[src/rtl/instr_mem_server_if.sv]
// Instruction-fetch / program-load bus between the board loader plus the
// processor (master) and the program store (slave).
//   load_start/load_valid/load_data/load_last : loader -> store
//   load_ready/load_count                     : store  -> loader
//   fetch_address                             : processor pc -> store
//   instruction/cpu_reset/fault               : store  -> processor
interface instr_mem_server_if #(
  parameter int ADDR_W = 8,
  parameter int DATA_W = 8
);
  logic              load_start;
  logic              load_valid;
  logic [DATA_W-1:0] load_data;
  logic              load_last;
  logic              load_ready;
  logic [5:0]        load_count;
  logic [ADDR_W-1:0] fetch_address;
  logic [DATA_W-1:0] instruction;
  logic              cpu_reset;
  logic              fault;

  modport master (
    output load_start, load_valid, load_data, load_last, fetch_address,
    input  load_ready, load_count, instruction, cpu_reset, fault
  );

  modport slave (
    input  load_start, load_valid, load_data, load_last, fetch_address,
    output load_ready, load_count, instruction, cpu_reset, fault
  );
endinterface

[src/rtl/instr_mem_server.sv]
// Program store serving the processor's instruction fetch. Holds the core
// in reset while a program is streamed in byte-serially, then answers
// fetches with a registered instruction (1-clock latency).
// Ports:
//   clock  : system clock, all state on posedge
//   reset  : synchronous, active-high; clears state and the whole store
//   bus    : slave side of instr_mem_server_if (load port + fetch port)
module instr_mem_server #(
  parameter int DEPTH  = 32,
  parameter int ADDR_W = 8,
  parameter int DATA_W = 8
) (
  input  logic          clock,
  input  logic          reset,
  instr_mem_server_if.slave bus
);
  localparam int AW = $clog2(DEPTH);

  typedef enum logic [1:0] {IDLE, LOAD, RUN} state_e;

  state_e            state_q, state_d;
  logic [AW-1:0]     wr_ptr_q, wr_ptr_d;
  logic [5:0]        cnt_q, cnt_d;
  logic              load_ready_q;
  logic              cpu_reset_q;
  logic              fault_q;
  logic [DATA_W-1:0] instr_q;
  logic [DATA_W-1:0] mem_q [DEPTH];
  logic              accept;
  logic              we;
  logic              in_range;

  // load_ready is already a decode of LOAD, so it alone qualifies a byte.
  assign accept   = bus.load_valid && load_ready_q;
  assign in_range = {1'b0, bus.fetch_address} < (ADDR_W+1)'(DEPTH);

  always_comb begin
    state_d  = state_q;
    wr_ptr_d = wr_ptr_q;
    cnt_d    = cnt_q;
    we       = 1'b0;
    case (state_q)
      IDLE: begin
        if (bus.load_start) begin
          state_d  = LOAD;
          wr_ptr_d = '0;
          cnt_d    = '0;
        end
      end
      LOAD: begin
        // Restart beats any byte (including a last one) in the same cycle.
        if (bus.load_start) begin
          wr_ptr_d = '0;
          cnt_d    = '0;
        end else if (accept) begin
          we = 1'b1;
          if (wr_ptr_q != AW'(DEPTH-1)) wr_ptr_d = wr_ptr_q + 1'b1;
          if (cnt_q != 6'(DEPTH))       cnt_d    = cnt_q + 6'd1;
          if (bus.load_last || wr_ptr_q == AW'(DEPTH-1)) state_d = RUN;
        end
      end
      RUN: begin
        if (bus.load_start) begin
          state_d  = LOAD;
          wr_ptr_d = '0;
          cnt_d    = '0;
        end
      end
      default: state_d = IDLE;
    endcase
  end

  always_ff @(posedge clock) begin
    if (reset) begin
      state_q      <= IDLE;
      wr_ptr_q     <= '0;
      cnt_q        <= '0;
      load_ready_q <= 1'b0;
      cpu_reset_q  <= 1'b1;
    end else begin
      state_q      <= state_d;
      wr_ptr_q     <= wr_ptr_d;
      cnt_q        <= cnt_d;
      // Registered decodes of the next state so they track state_q exactly.
      load_ready_q <= (state_d == LOAD);
      cpu_reset_q  <= (state_d != RUN);
    end
  end

  always_ff @(posedge clock) begin
    if (reset) begin
      for (int i = 0; i < DEPTH; i++) mem_q[i] <= '0;
    end else if (we) begin
      mem_q[wr_ptr_q] <= bus.load_data;
    end
  end

  // Fetch only answers in RUN; out-of-range pcs read as zero and latch fault.
  always_ff @(posedge clock) begin
    if (reset) begin
      instr_q <= '0;
      fault_q <= 1'b0;
    end else if (state_q == RUN) begin
      if (in_range) begin
        instr_q <= mem_q[bus.fetch_address[AW-1:0]];
      end else begin
        instr_q <= '0;
        fault_q <= 1'b1;
      end
    end else begin
      instr_q <= '0;
    end
  end

  assign bus.load_ready  = load_ready_q;
  assign bus.load_count  = cnt_q;
  assign bus.instruction = instr_q;
  assign bus.cpu_reset   = cpu_reset_q;
  assign bus.fault       = fault_q;
endmodule

[src/flat_wrapper.sv]
// flat-port wrapper written by rule: the top's interface ports become plain ports
module instr_mem_server_flat 
#(
  parameter int DEPTH  = 32,
  parameter int ADDR_W = 8,
  parameter int DATA_W = 8
)
  (clock, reset, bus_load_start, bus_load_valid, bus_load_data, bus_load_last, bus_fetch_address, bus_load_ready, bus_load_count, bus_instruction, bus_cpu_reset, bus_fault);
  instr_mem_server_if #(.ADDR_W(ADDR_W), .DATA_W(DATA_W)) bus_i ();
  input  logic clock;
  input  logic reset;
  input wire logic [$bits(bus_i.load_start)-1:0] bus_load_start;
  input wire logic [$bits(bus_i.load_valid)-1:0] bus_load_valid;
  input wire logic [$bits(bus_i.load_data)-1:0] bus_load_data;
  input wire logic [$bits(bus_i.load_last)-1:0] bus_load_last;
  input wire logic [$bits(bus_i.fetch_address)-1:0] bus_fetch_address;
  output wire logic [$bits(bus_i.load_ready)-1:0] bus_load_ready;
  output wire logic [$bits(bus_i.load_count)-1:0] bus_load_count;
  output wire logic [$bits(bus_i.instruction)-1:0] bus_instruction;
  output wire logic [$bits(bus_i.cpu_reset)-1:0] bus_cpu_reset;
  output wire logic [$bits(bus_i.fault)-1:0] bus_fault;
  assign bus_i.load_start = bus_load_start;
  assign bus_i.load_valid = bus_load_valid;
  assign bus_i.load_data = bus_load_data;
  assign bus_i.load_last = bus_load_last;
  assign bus_i.fetch_address = bus_fetch_address;
  assign bus_load_ready = bus_i.load_ready;
  assign bus_load_count = bus_i.load_count;
  assign bus_instruction = bus_i.instruction;
  assign bus_cpu_reset = bus_i.cpu_reset;
  assign bus_fault = bus_i.fault;
  instr_mem_server #(.DEPTH(DEPTH), .ADDR_W(ADDR_W), .DATA_W(DATA_W)) u_core (.clock(clock), .reset(reset), .bus(bus_i));
endmodule
[config.mk]
export PLATFORM = sky130hd
export DESIGN_NAME = instr_mem_server_flat
export DESIGN_NICKNAME = d
export VERILOG_FILES = /design/src/rtl/instr_mem_server_if.sv /design/src/rtl/instr_mem_server.sv /design/src/flat_wrapper.sv
export SDC_FILE = /design/constraint.sdc
export NUM_CORES = 1
export LEC_CHECK = 0
export CORE_ASPECT_RATIO = 0.7
export CORE_UTILIZATION = 40
export CTS_CLUSTER_DIAMETER = 120
export DETAILED_ROUTE_END_ITERATION = 10
export MAX_ROUTING_LAYER = met4
export PLACE_DENSITY_LB_ADDON = 0.12
export SYNTH_ARGS = -nofsm -noshare
export SYNTH_HDL_FRONTEND = slang
export SYNTH_SLANG_ARGS = --single-unit
[constraint.sdc]
create_clock -name clock -period 4.3 [get_ports clock]
set_input_delay 0.43 -clock clock [delete_from_list [all_inputs] [get_ports clock]]
set_output_delay 0.43 -clock clock [all_outputs]
set_load 0.01 [all_outputs]
# --- Yosys cells after proc, flatten, opt, wreduce, memory -nomap -nowiden ---
# Memories as Yosys holds them, arrays and structs flattened. A register that Yosys moved wholly into a read port is not among the register bits.
# Cells that the tools add are included.
word_totals:
  register_bits: 16
  elab_cells: 59
  ramBits: 256
  n_memories: 1
classes:
  mux: 26
  bitwise: 2
  addsub: 2
  reduce_logical: 10
  magnitude_cmp: 1
  eq_ne: 11
memory_table:
  columns: ["name", "depth", "width", "read_ports", "rd_ports_with_merged_regs", "wr", "line_no", "source"]
  rows:
  - ["u_core.mem_q", 32, 8, 1, 1, 32, "instr_mem_server.sv:28", "logic [DATA_W-1:0] mem_q [DEPTH];"]
op_table:
  columns: ["cell", "count"]
  rows:
  - ["$mux 5", 5]
  - ["$mux 6", 4]
  - ["$pmux 6 s2", 1]
  - ["$pmux 5 s2", 1]
  - ["$mux 1", 9]
  - ["$ne 3x2->1 const B", 3]
  - ["$lt 8x6->1 const B", 1]
  - ["$mux 2", 4]
  - ["$mux 8", 1]
  - ["$reduce_and 4->1", 2]
  - ["$reduce_or 8->1", 1]
  - ["$add 6x1->6 const B", 1]
  - ["$ne 6x6->1 const B", 1]
  - ["$add 5x1->5 const B", 1]
  - ["$eq 5x5->1 const B", 1]
  - ["$ne 5x5->1 const B", 1]
  - ["$eq 2x1->1 const B", 2]
  - ["$pmux 2 s2", 1]
  - ["$reduce_or 3->1", 1]
  - ["$eq 2x2->1 const B", 1]
  - ["$logic_not 2->1", 1]
  - ["$ne 2x1->1 const B", 1]
  - ["$ne 2x2->1 const B", 1]
  - ["$not 1->1", 2]
  - ["5 further kinds", 5]

# --- Logic depth before layout (Yosys ltp) ---
# Gate-level depths: netlist of the first run.
depth:
  ltp_word: 9
  depth_mapped: 8
  ltp_nobuf: 8

# --- Worst setup path before layout of the first run ---
# No wires, ideal clock.
synth_timing:
  path_type: "input to register"
  from: "in bus_load_start"
  to: "mem u_core.mem_q[29][0], enable pin"
  n_path_buf: 1
  cell_stages: 5
  arrival_ns: 1.716
  setup_ns: 0.309
  setup_slack_ns: 2.275
  cell_sequence: "clkbuf_1 > nor4_2 > nand2_1 > nor2_1 > or2_2"
synth_lines:
  columns: ["item", "line_no", "source"]
  rows:
  - ["start: declaration", "flat_wrapper.sv:12", "input wire logic [$bits(bus_i.load_start)-1:0] bus_load_start;"]
  - ["end: declaration", "instr_mem_server.sv:28", null]

==> results of run 1 <==
-- power by group through the flow --
stage / clock network [mW] / registers [mW] / logic [mW]
floorplan: 0 / 3.13 / 0.243
global placement: 0 / 3.17 / 0.358
detailed placement: 0 / 3.17 / 0.364
CTS: 2.75 / 3.11 / 0.365
global route: 2.86 / 3.12 / 0.388
finish: 2.73 / 3.11 / 0.364
-- per-layer routing --
| layer | vias up | GRT usage [%] | routed length (µm) |
|---|---|---|---|
| met1 | 3719 | 33.4 | 16300 |
| met4 | 0 | 4.72 | 652 |
| li1 | 3201 | - | - |
| met3 | 48 | 3.65 | 2490 |
| met5 | - | - | 0 |
| met2 | 298 | 31.1 | 14300 |
-- flip-flops by register name, summed over array words and instances, names as in the netlist --
name and cells:
u_core.wr_ptr_q 5, u_core.state_q 2, u_core.bus.load_ready 1, u_core.bus.cpu_reset 1
u_core.bus.load_count 6, u_core.mem_q 256, u_core.bus.fault 1, u_core.bus.instruction 8
-- kinds of logic after synthesis --
family / Yosys count / synth area share, %
adders and majority gates: 7 / 0.684
AOI/OAI and AO/OA: 38 / 2.22
and+or+nand+nor: 380 / 17.4
DFF: 280 / 63.7
buffers and inverters: 60 / 2.06
xor gates and xnor gates: 8 / 0.547
muxes: 91 / 13.4
-- final cells by class --
class | count | share of cell area, %
inverters | 6 | 0.155
repair buffers | 43 | 2.50
multi-input cells | 524 | 30.2
clock buffers | 39 | 5.81
well taps | 420 | 3.62
flip-flops and latches | 280 | 56.3
clock inverters | 13 | 1.38
-- final timing paths --
| path | end | depth (start not counted) | from | slack, ps |
|---|---|---|---|---|
| setup / recovery | u_core.mem_q[7][6] | 5 | bus_load_start | 1590 |
| hold reg to reg | u_core.bus.fault | 2 | u_core.bus.fault | 490 |
| setup reg to reg | u_core.mem_q[7][6] | 5 | u_core.state_q[0] | 1710 |
| hold / removal | u_core.bus.fault | 2 | u_core.bus.fault | 490 |
-- cell usage after synthesis, types with 2 or more instances --
master / n / area share, %
clkbuf_1: 37 / 1.1
a221o_1: 7 / 0.55
nand3b_1: 3 / 0.18
buf_4: 6 / 0.35
nor2_1: 54 / 1.6
and3_1: 3 / 0.15
nand3_1: 2 / 0.078
buf_1: 3 / 0.088
or2_2: 32 / 1.6
mux4_2: 64 / 11
a221oi_1: 5 / 0.34
or3b_2: 2 / 0.14
edfxtp_1: 256 / 60
nand2_1: 14 / 0.41
o211ai_1: 5 / 0.29
dfxtp_1: 24 / 3.7
nor2b_1: 3 / 0.15
mux2i_1: 25 / 2.0
mux2_2: 2 / 0.18
or3_1: 3 / 0.15
ha_1: 7 / 0.68
and2_1: 258 / 13
xnor2_1: 2 / 0.14
a22oi_1: 2 / 0.12
xor2_1: 6 / 0.41
a31oi_1: 3 / 0.15
inv_1: 6 / 0.18
o21ai_0: 2 / 0.078
a21oi_1: 7 / 0.27
buf_2: 7 / 0.27
a211oi_1: 4 / 0.23
-- through the flow --
step                      power, mW  cell area, µm²  utilization (%)
after CTS                      6.23           14500             46.3
after detailed placement       3.53           13500             42.9
final                          6.20           14500             46.3
after global placement         3.53           13500             42.9
after floorplan                3.37           12800                -
after global routing           6.36           14500             46.3
-- worst max-delay path, delay by kind of cell --
kind / cells / cell delay [ps]
and+or+nand+nor: 4 / 1920
buffers and inverters: 1 / 590
==> summary.txt, run 1 <==
Cells and area
  – Commonest cells after routing, fill and taps aside: and2_1 (258), edfxtp_1 (256), mux4_2 (64)
  – Final Instance Count excl. Fillers: 1325
  – Storage cell area: 0.00817 mm²
  – Antenna diodes: 0
  – Fraction of layout cells with a size suffix above 1: 18.6%
  – Layout area overhead: 13.2%
  – Layout Nets: 911
  – Filler cell count: 2690
  – Most common cell after layout, fill and taps aside: and2_1
  – Multi-input combinational cell area: 0.00438 mm²

Timing
  – Setup ws final: 1590 ps
  – Fin Hold WS: 491 ps
  – Fin. Hold Viols: 0
  – Crit path time final: 2710 ps
  – Finish-stage setup viols: 0
  – Max-slew violations: 0
  – Max Clock Freq: 368 MHz
  – Tcrit/Tclk final: 63.1%
  – RSZ-0062 raised after global routing: no
  – Worst slew margin: 36.2%
  – Setup_tns: 0 ps
  – Worst Max-Slew Pin Slew: 957 ps
  – Worst Skew: 11.9 ps

Drt
  – Via density: 5.48
  – DR WL/cell: 25.4 µm
  – Final WL: 33.7 mm
  – Residual DRC: 0
  – DRT antenna net count: 0
  – Vias: 7266
  – First DRT Iteration DRCs: 943
  – DRT Pass-1 Iters: 5

Job
  – Maxcap violations: 0

Clock tree
  – Clock transition at the registers of the reported paths: 60 ps
  – Sink Count: 280
  – CTS max path bufs: 3
  – H-Tree Depth: 1
  – CTS resizes: 0
  – Worst-skew pair later-pin latency: 560 ps
  – TritonCTS clock tree: built
  – Setup Buffers After CTS: 0
  – Post-CTS Hold Buffers: 0
  – Cts bufs inserted: 28
  – CTS root buf: clkbuf_16

Logic synthesis
  – Synthesized net count: 892
  – Post-Syn Area per Cell: 14.8 µm²
  – Async set-reset flop share out of synthesis: 0%
  – Register bit total from synthesis: 280
  – Mapped cell area: 0.0128 mm²
  – Commonest register cell after synthesis: edfxtp_1
  – Yosys cell types: 41
  – Syn. warnings: 0
  – Number of enable flip-flop cells after synthesis: 256
  – Mapped Cells: 864
  – Post-synthesis sequential area ratio: 63.7%

Worst setup path
  – Worst EP arrival: 2960 ps
  – CP cell instances: clkdlybuf4s50_1 -> nor4_2 -> nand2_1 -> nor2_1 -> or2_2
  – CP startpoint kind: input port
  – Crit path max fanout: 10
  – Critical path class: in -> reg
  – CP max stage delay: 590 ps
  – CP max-delay cell: clkdlybuf4s50_1
  – CP endpoint kind: flip-flop
  – Crit path required time: 4550 ps

Pwr
  – Int Power: 4.87 mW
  – Lkg Pwr: 5.19 nW
  – Max IR drop VDD: 257 µV
  – P_sw: 1.33 mW
  – P per Cell Area: 428 mW/mm²
  – Switch share: 21.5%
  – Clk network pwr share: 44.0%
  – Comb power frac: 5.9%
  – Sequential share of power: 50.2%

Placed design
  – Final HPWL DP: 21.8 mm
  – Post-Place Cells: 1273
  – I/O Buffers: 37
  – Final Wtd Congestion: 0.813
  – Place WS: 1010 ps

Global route
  – Largest net degree at the start of global routing: 39
  – Antenna violations before repair: 0
  – Total grt overflow: 0
  – First-pass GRT wire length: 49.7 mm
  – Tot GR Track Use: 22.1%
  – Vias in the first global route: 7244

Worst hold path
  – Min-delay worst type: reg -> reg

Die
  – Die ar.: 0.0328 mm²
  – Die Y: 152 µm
  – Initial core utilization: 40.9%
  – CORE AREA: 0.0314 mm²
  – FP Rows: 54
  – Top-level I/O count: 38
  – Die Width: 216 µm

Outcome
  – Status: finished, final reports clean
No activity file was read; power rests on OpenSTA's default activity.
==> run 2: changes to the inputs <==
==> constraint.sdc (replaced) <==
create_clock -name clock -period 2.4 [get_ports clock]
set_input_delay 0.24 -clock clock [delete_from_list [all_inputs] [get_ports clock]]
set_output_delay 0.24 -clock clock [all_outputs]
set_load 0.01 [all_outputs]
==> summary.txt, run 2 (synthesized netlist as in run 1, its figures left out) <==
Die
  – Die ar.: 0.0328 mm²
  – Top-level I/O count: 38
  – FP Rows: 54
  – CORE AREA: 0.0314 mm²
  – Die Width: 216 µm
  – Die Y: 152 µm
  – Initial core utilization: 40.9%

Global route
  – Vias in the first global route: 7490
  – Tot GR Track Use: 20.7%
  – Largest net degree at the start of global routing: 39
  – First-pass GRT wire length: 48.1 mm
  – Total grt overflow: 0
  – Antenna violations before repair: 0

Job
  – Maxcap violations: 0

Cells and area
  – Fraction of layout cells with a size suffix above 1: 21.4%
  – Layout Nets: 966
  – Biggest register: u_core.mem_q
  – Antenna diodes: 0
  – Most common cell after layout, fill and taps aside: and2_1
  – Filler cell count: 2711
  – Layout area overhead: 16.5%
  – Commonest cells after routing, fill and taps aside: and2_1 (258), edfxtp_1 (256), mux4_2 (64)
  – Final Util: 47.6%
  – Max reg flops: 256

Worst setup path
  – Reg2Reg Setup Slack: 340 ps
  – CP startpoint kind: flip-flop
  – CP max stage delay: 570 ps
  – CP endpoint kind: flip-flop
  – Buf/Inv on CP: 1
  – CP max-delay cell: a211oi_1
  – Critical path class: reg -> reg
  – Crit path max fanout: 5
  – Crit path required time: 2830 ps
  – CP cell instances: inv_1 -> ha_1 -> nor4b_1 -> a211oi_1 -> o21ai_0 -> mux2i_1 -> nor2_1
  – Top delay family on crit path: compound AO/OA/AOI/OAI gates
  – Worst EP arrival: 2490 ps

Timing
  – Max Clock Freq: 485 MHz
  – Tcrit/Tclk final: 85.8%
  – Worst slew margin: 58.2%
  – Worst Max-Slew Pin Slew: 624 ps
  – Setup_tns: 0 ps
  – Max-slew violations: 0
  – Worst Skew: 7.52 ps
  – Finish-stage setup viols: 0
  – Fin. Hold Viols: 0
  – Crit path time final: 2060 ps
  – RSZ-0062 raised after global routing: no

Clock tree
  – Cts bufs inserted: 29
  – Clock transition at the registers of the reported paths: 70 ps
  – Setup Buffers After CTS: 0
  – Sink Count: 280
  – Worst-skew pair later-pin latency: 550 ps
  – TritonCTS clock tree: built
  – CTS resizes: 0
  – Post-CTS Hold Buffers: 0
  – CTS root buf: clkbuf_16
  – CTS max path bufs: 3
  – H-Tree Depth: 1

Drt
  – Vias: 7262
  – DRT antenna net count: 0
  – DR WL/cell: 23.1 µm
  – Final WL: 31.9 mm
  – DRT Pass-1 Iters: 5
  – Via density: 5.26
  – First DRT Iteration DRCs: 648
  – Residual DRC: 0

Placed design
  – Final Wtd Congestion: 0.835
  – Final HPWL DP: 21.7 mm
  – I/O Buffers: 37

Pwr
  – Max IR drop VDD: 479 µV
  – Lkg Pwr: 5.45 nW
  – P per Cell Area: 725 mW/mm²

Outcome
  – Status: finished, final reports clean

Worst hold path
  – Min-delay worst type: in -> reg
run 2: changes by cell type in the layout (fill, tap and decap cells not counted), moves of 3 or more:
cell / previous run / this run
buf_4: 7 / 56
clkbuf_1: 2 / 11
buf_2: 10 / 2
clkdlybuf4s50_1: 26 / 34
buf_12: 0 / 5
bufinv_16: 5 / 2
clkbuf_8: 8 / 5
run 2: worst reg2reg max path, stage by stage (launching register included):
cell and delay, ps:
dfxtp_1 380, inv_1 100, ha_1 210, nor4b_1 150, a211oi_1 570, o21ai_0 280
mux2i_1 200, nor2_1 50
run 2: worst paths after layout:
path,startpoint,end,cells past startpoint
worst max-delay path,u_core.bus.load_count[0],u_core.bus.load_count[1],7
worst min-delay path,bus_fetch_address[0],u_core.bus.instruction[5],4
worst max register to register,u_core.bus.load_count[0],u_core.bus.load_count[1],7
worst min register to register,u_core.bus.fault,u_core.bus.fault,2
run 2: metal layers:
layer / vias up / share of wire (%) / global-route usage, %
met5: - / 0 / -
met1: 3683 / 50 / 31.0
li1: 3316 / - / -
met3: 49 / 5.9 / 3.65
met2: 214 / 42 / 29.6
met4: 0 / 1.7 / 3.94
run 2: metrics by stage:
stage	std cells	hold slack (ps)	total power, mW	setup WS [ps]	instance area, µm²
2_1_floorplan	864	438	6.04	565	12800
3_3_place_gp	1327	450	6.33	84.6	14000
3_5_place_dp	1327	488	6.35	12.9	14000
4_1_cts	1380	348	10.9	339	14900
5_1_grt	1380	380	11.1	142	14900
6_report	1380	352	10.8	340	14900
run 2: layout make-up:
cell class / count / area, µm² / share of cell area [%]
flip-flops and latches: 280 / 8170 / 54.7
multi-input cells: 524 / 4380 / 29.3
clock buffers: 47 / 886 / 5.93
repair buffers: 97 / 871 / 5.83
well taps: 420 / 526 / 3.52
clock inverters: 6 / 78.8 / 0.528
inverters: 6 / 22.5 / 0.151
run 2: power by group:
group          switching, mW  internal, mW
sequential            0.0702          5.48
clock                   1.86          2.72
combinational          0.404         0.286
total                   2.34          8.49
==> run 3: changes to the inputs <==
--- a/config.mk
+++ b/config.mk
@@ -6,11 +6,13 @@
 export NUM_CORES = 1
 export LEC_CHECK = 0
 export CORE_ASPECT_RATIO = 0.7
-export CORE_UTILIZATION = 40
+export CORE_UTILIZATION = 50
 export CTS_CLUSTER_DIAMETER = 120
+export CTS_CLUSTER_SIZE = 40
 export DETAILED_ROUTE_END_ITERATION = 10
 export MAX_ROUTING_LAYER = met4
 export PLACE_DENSITY_LB_ADDON = 0.12
+export REMOVE_ABC_BUFFERS = 1
 export SYNTH_ARGS = -nofsm -noshare
 export SYNTH_HDL_FRONTEND = slang
 export SYNTH_SLANG_ARGS = --single-unit
==> summary.txt, run 3 (synthesized netlist as in run 1, its figures left out) <==
Pwr
  – Comb power frac: 8.1%
  – P_sw: 1.88 mW
  – Max IR drop VDD: 455 µV
  – P per Cell Area: 602 mW/mm²
  – Clk network pwr share: 26.6%
  – Tot Pwr: 8.50 mW
  – Sequential share of power: 65.3%
  – Lkg Pwr: 5.11 nW
  – Switch share: 22.1%
  – Int Power: 6.62 mW

Cells and area
  – Storage cell area: 0.00817 mm²
  – Biggest register: u_core.mem_q
  – Multi-input combinational cell area: 0.00438 mm²
  – Final Instance Count excl. Fillers: 1249
  – Layout area overhead: 10.1%
  – Most common cell after layout, fill and taps aside: and2_1
  – Commonest cells after routing, fill and taps aside: and2_1 (258), edfxtp_1 (256), mux4_2 (64)
  – Layout Nets: 948
  – Max reg flops: 256
  – Filler cell count: 1953
  – Fraction of layout cells with a size suffix above 1: 19.0%
  – Antenna diodes: 0

Die
  – CORE AREA: 0.0249 mm²
  – Die Y: 136 µm
  – Die ar.: 0.0263 mm²
  – FP Rows: 48
  – Die Width: 193 µm
  – Initial core utilization: 51.4%
  – Top-level I/O count: 38

Clock tree
  – Setup Buffers After CTS: 0
  – Sink Count: 280
  – CTS max path bufs: 3
  – Clock transition at the registers of the reported paths: 140 ps
  – Post-CTS Hold Buffers: 0
  – H-Tree Depth: 1
  – CTS root buf: clkbuf_16
  – TritonCTS clock tree: built
  – CTS resizes: 0
  – Worst-skew pair later-pin latency: 500 ps
  – Cts bufs inserted: 10

Global route
  – First-pass GRT wire length: 46.0 mm
  – Gr busiest metal: met2
  – Largest net degree at the start of global routing: 42
  – Met2 GRT Util: 37.1%
  – Met1 GRT Util: 36.4%
  – Vias in the first global route: 7120
  – Antenna violations before repair: 0
  – Met3 Track Usage GR: 4.37%
  – Tot GR Track Use: 24.9%
  – Total grt overflow: 0

Drt
  – DRT antenna net count: 0
  – Via density: 5.91
  – DR WL/cell: 24.8 µm
  – Vias: 7384
  – Residual DRC: 0
  – First DRT Iteration DRCs: 616
  – Final WL: 31.0 mm
  – DRT Pass-1 Iters: 5

Timing
  – Crit path time final: 2190 ps
  – Fin. Hold Viols: 0
  – Worst Skew: 17.1 ps
  – Max-slew violations: 0
  – Finish-stage setup viols: 0
  – Fin Hold WS: 431 ps
  – Worst Max-Slew Pin Slew: 556 ps
  – RSZ-0062 raised after global routing: no
  – Max Clock Freq: 458 MHz
  – Worst slew margin: 62.9%
  – Tcrit/Tclk final: 91.1%

Worst setup path
  – Crit path max fanout: 8
  – Critical path class: reg -> reg
  – CP startpoint kind: flip-flop
  – Worst EP arrival: 2390 ps
  – CP endpoint kind: flip-flop
  – CP max stage delay: 450 ps
  – CP cell instances: nand2b_1 -> nor4_2 -> nand2_1 -> nor2_1 -> or2_2
  – Crit path required time: 2610 ps
  – CP max-delay cell: nand2_1

Job
  – Maxcap violations: 0

Placed design
  – Post-Place Cells: 1233
  – Final HPWL DP: 21.3 mm
  – Final Wtd Congestion: 0.893
  – I/O Buffers: 37

Worst hold path
  – Min-delay worst type: in -> reg

Outcome
  – Status: finished, final reports clean
[run 3: cell types whose count changed in the layout (fill, tap and decap cells not counted)]
cell	previous run	this run
clkinv_1	1	0
clkbuf_8	5	0
clkbuf_16	31	11
buf_4	56	60
bufinv_16	2	0
buf_12	5	2
clkbuf_1	11	5
clkinv_2	3	0
[run 3: per-stage QoR]
stage	worst slack, ps	setup TNS, ps	area [µm²]	utilization, %
CTS	205	0	14100	56.6
floorplan	577	0	12600	-
detailed placement	-147	-12600	13800	55.4
finish	214	0	14100	56.6
global route	48.5	0	14100	56.6
global placement	-67.1	-3800	13800	55.4
[run 3: path summary, 6_finish.rpt]
path / start / cells past startpoint / end / slack [ps]
setup reg to reg: u_core.state_q[1] / 5 / u_core.mem_q[20][4] / 210
hold / removal: bus_fetch_address[0] / 3 / u_core.bus.instruction[5] / 430
setup / recovery: u_core.state_q[1] / 5 / u_core.mem_q[20][4] / 210
hold reg to reg: u_core.bus.fault / 2 / u_core.bus.fault / 490
[run 3: layout make-up]
cell class              instances  share of cell area, %
repair buffers                 98                   5.96
well taps                     325                   2.88
multi-input cells             524                   31.0
inverters                       6                  0.160
clock buffers                  16                   2.08
flip-flops and latches        280                   57.9
[run 3: power groups by stage]
stage	Clock (mW)	Sequential, mW	Combinational (mW)
floorplan	0	5.61	0.332
global placement	0	5.66	0.666
detailed placement	0	5.66	0.684
CTS	2.28	5.55	0.687
global route	2.43	5.57	0.725
finish	2.26	5.55	0.687
[run 3: critical path, delay by kind of cell (launching register included)]
family | cells | cell delay (ps)
AND/OR/NAND/NOR | 5 | 1510
flip-flops | 1 | 390
[run 3: layer usage]
metal  routed length, µm  vias to the layer above
met1               14400                     3840
met3                2220                       25
li1                    -                     3242
met2               13900                      277
met5                   0                        -
met4                 471                        0
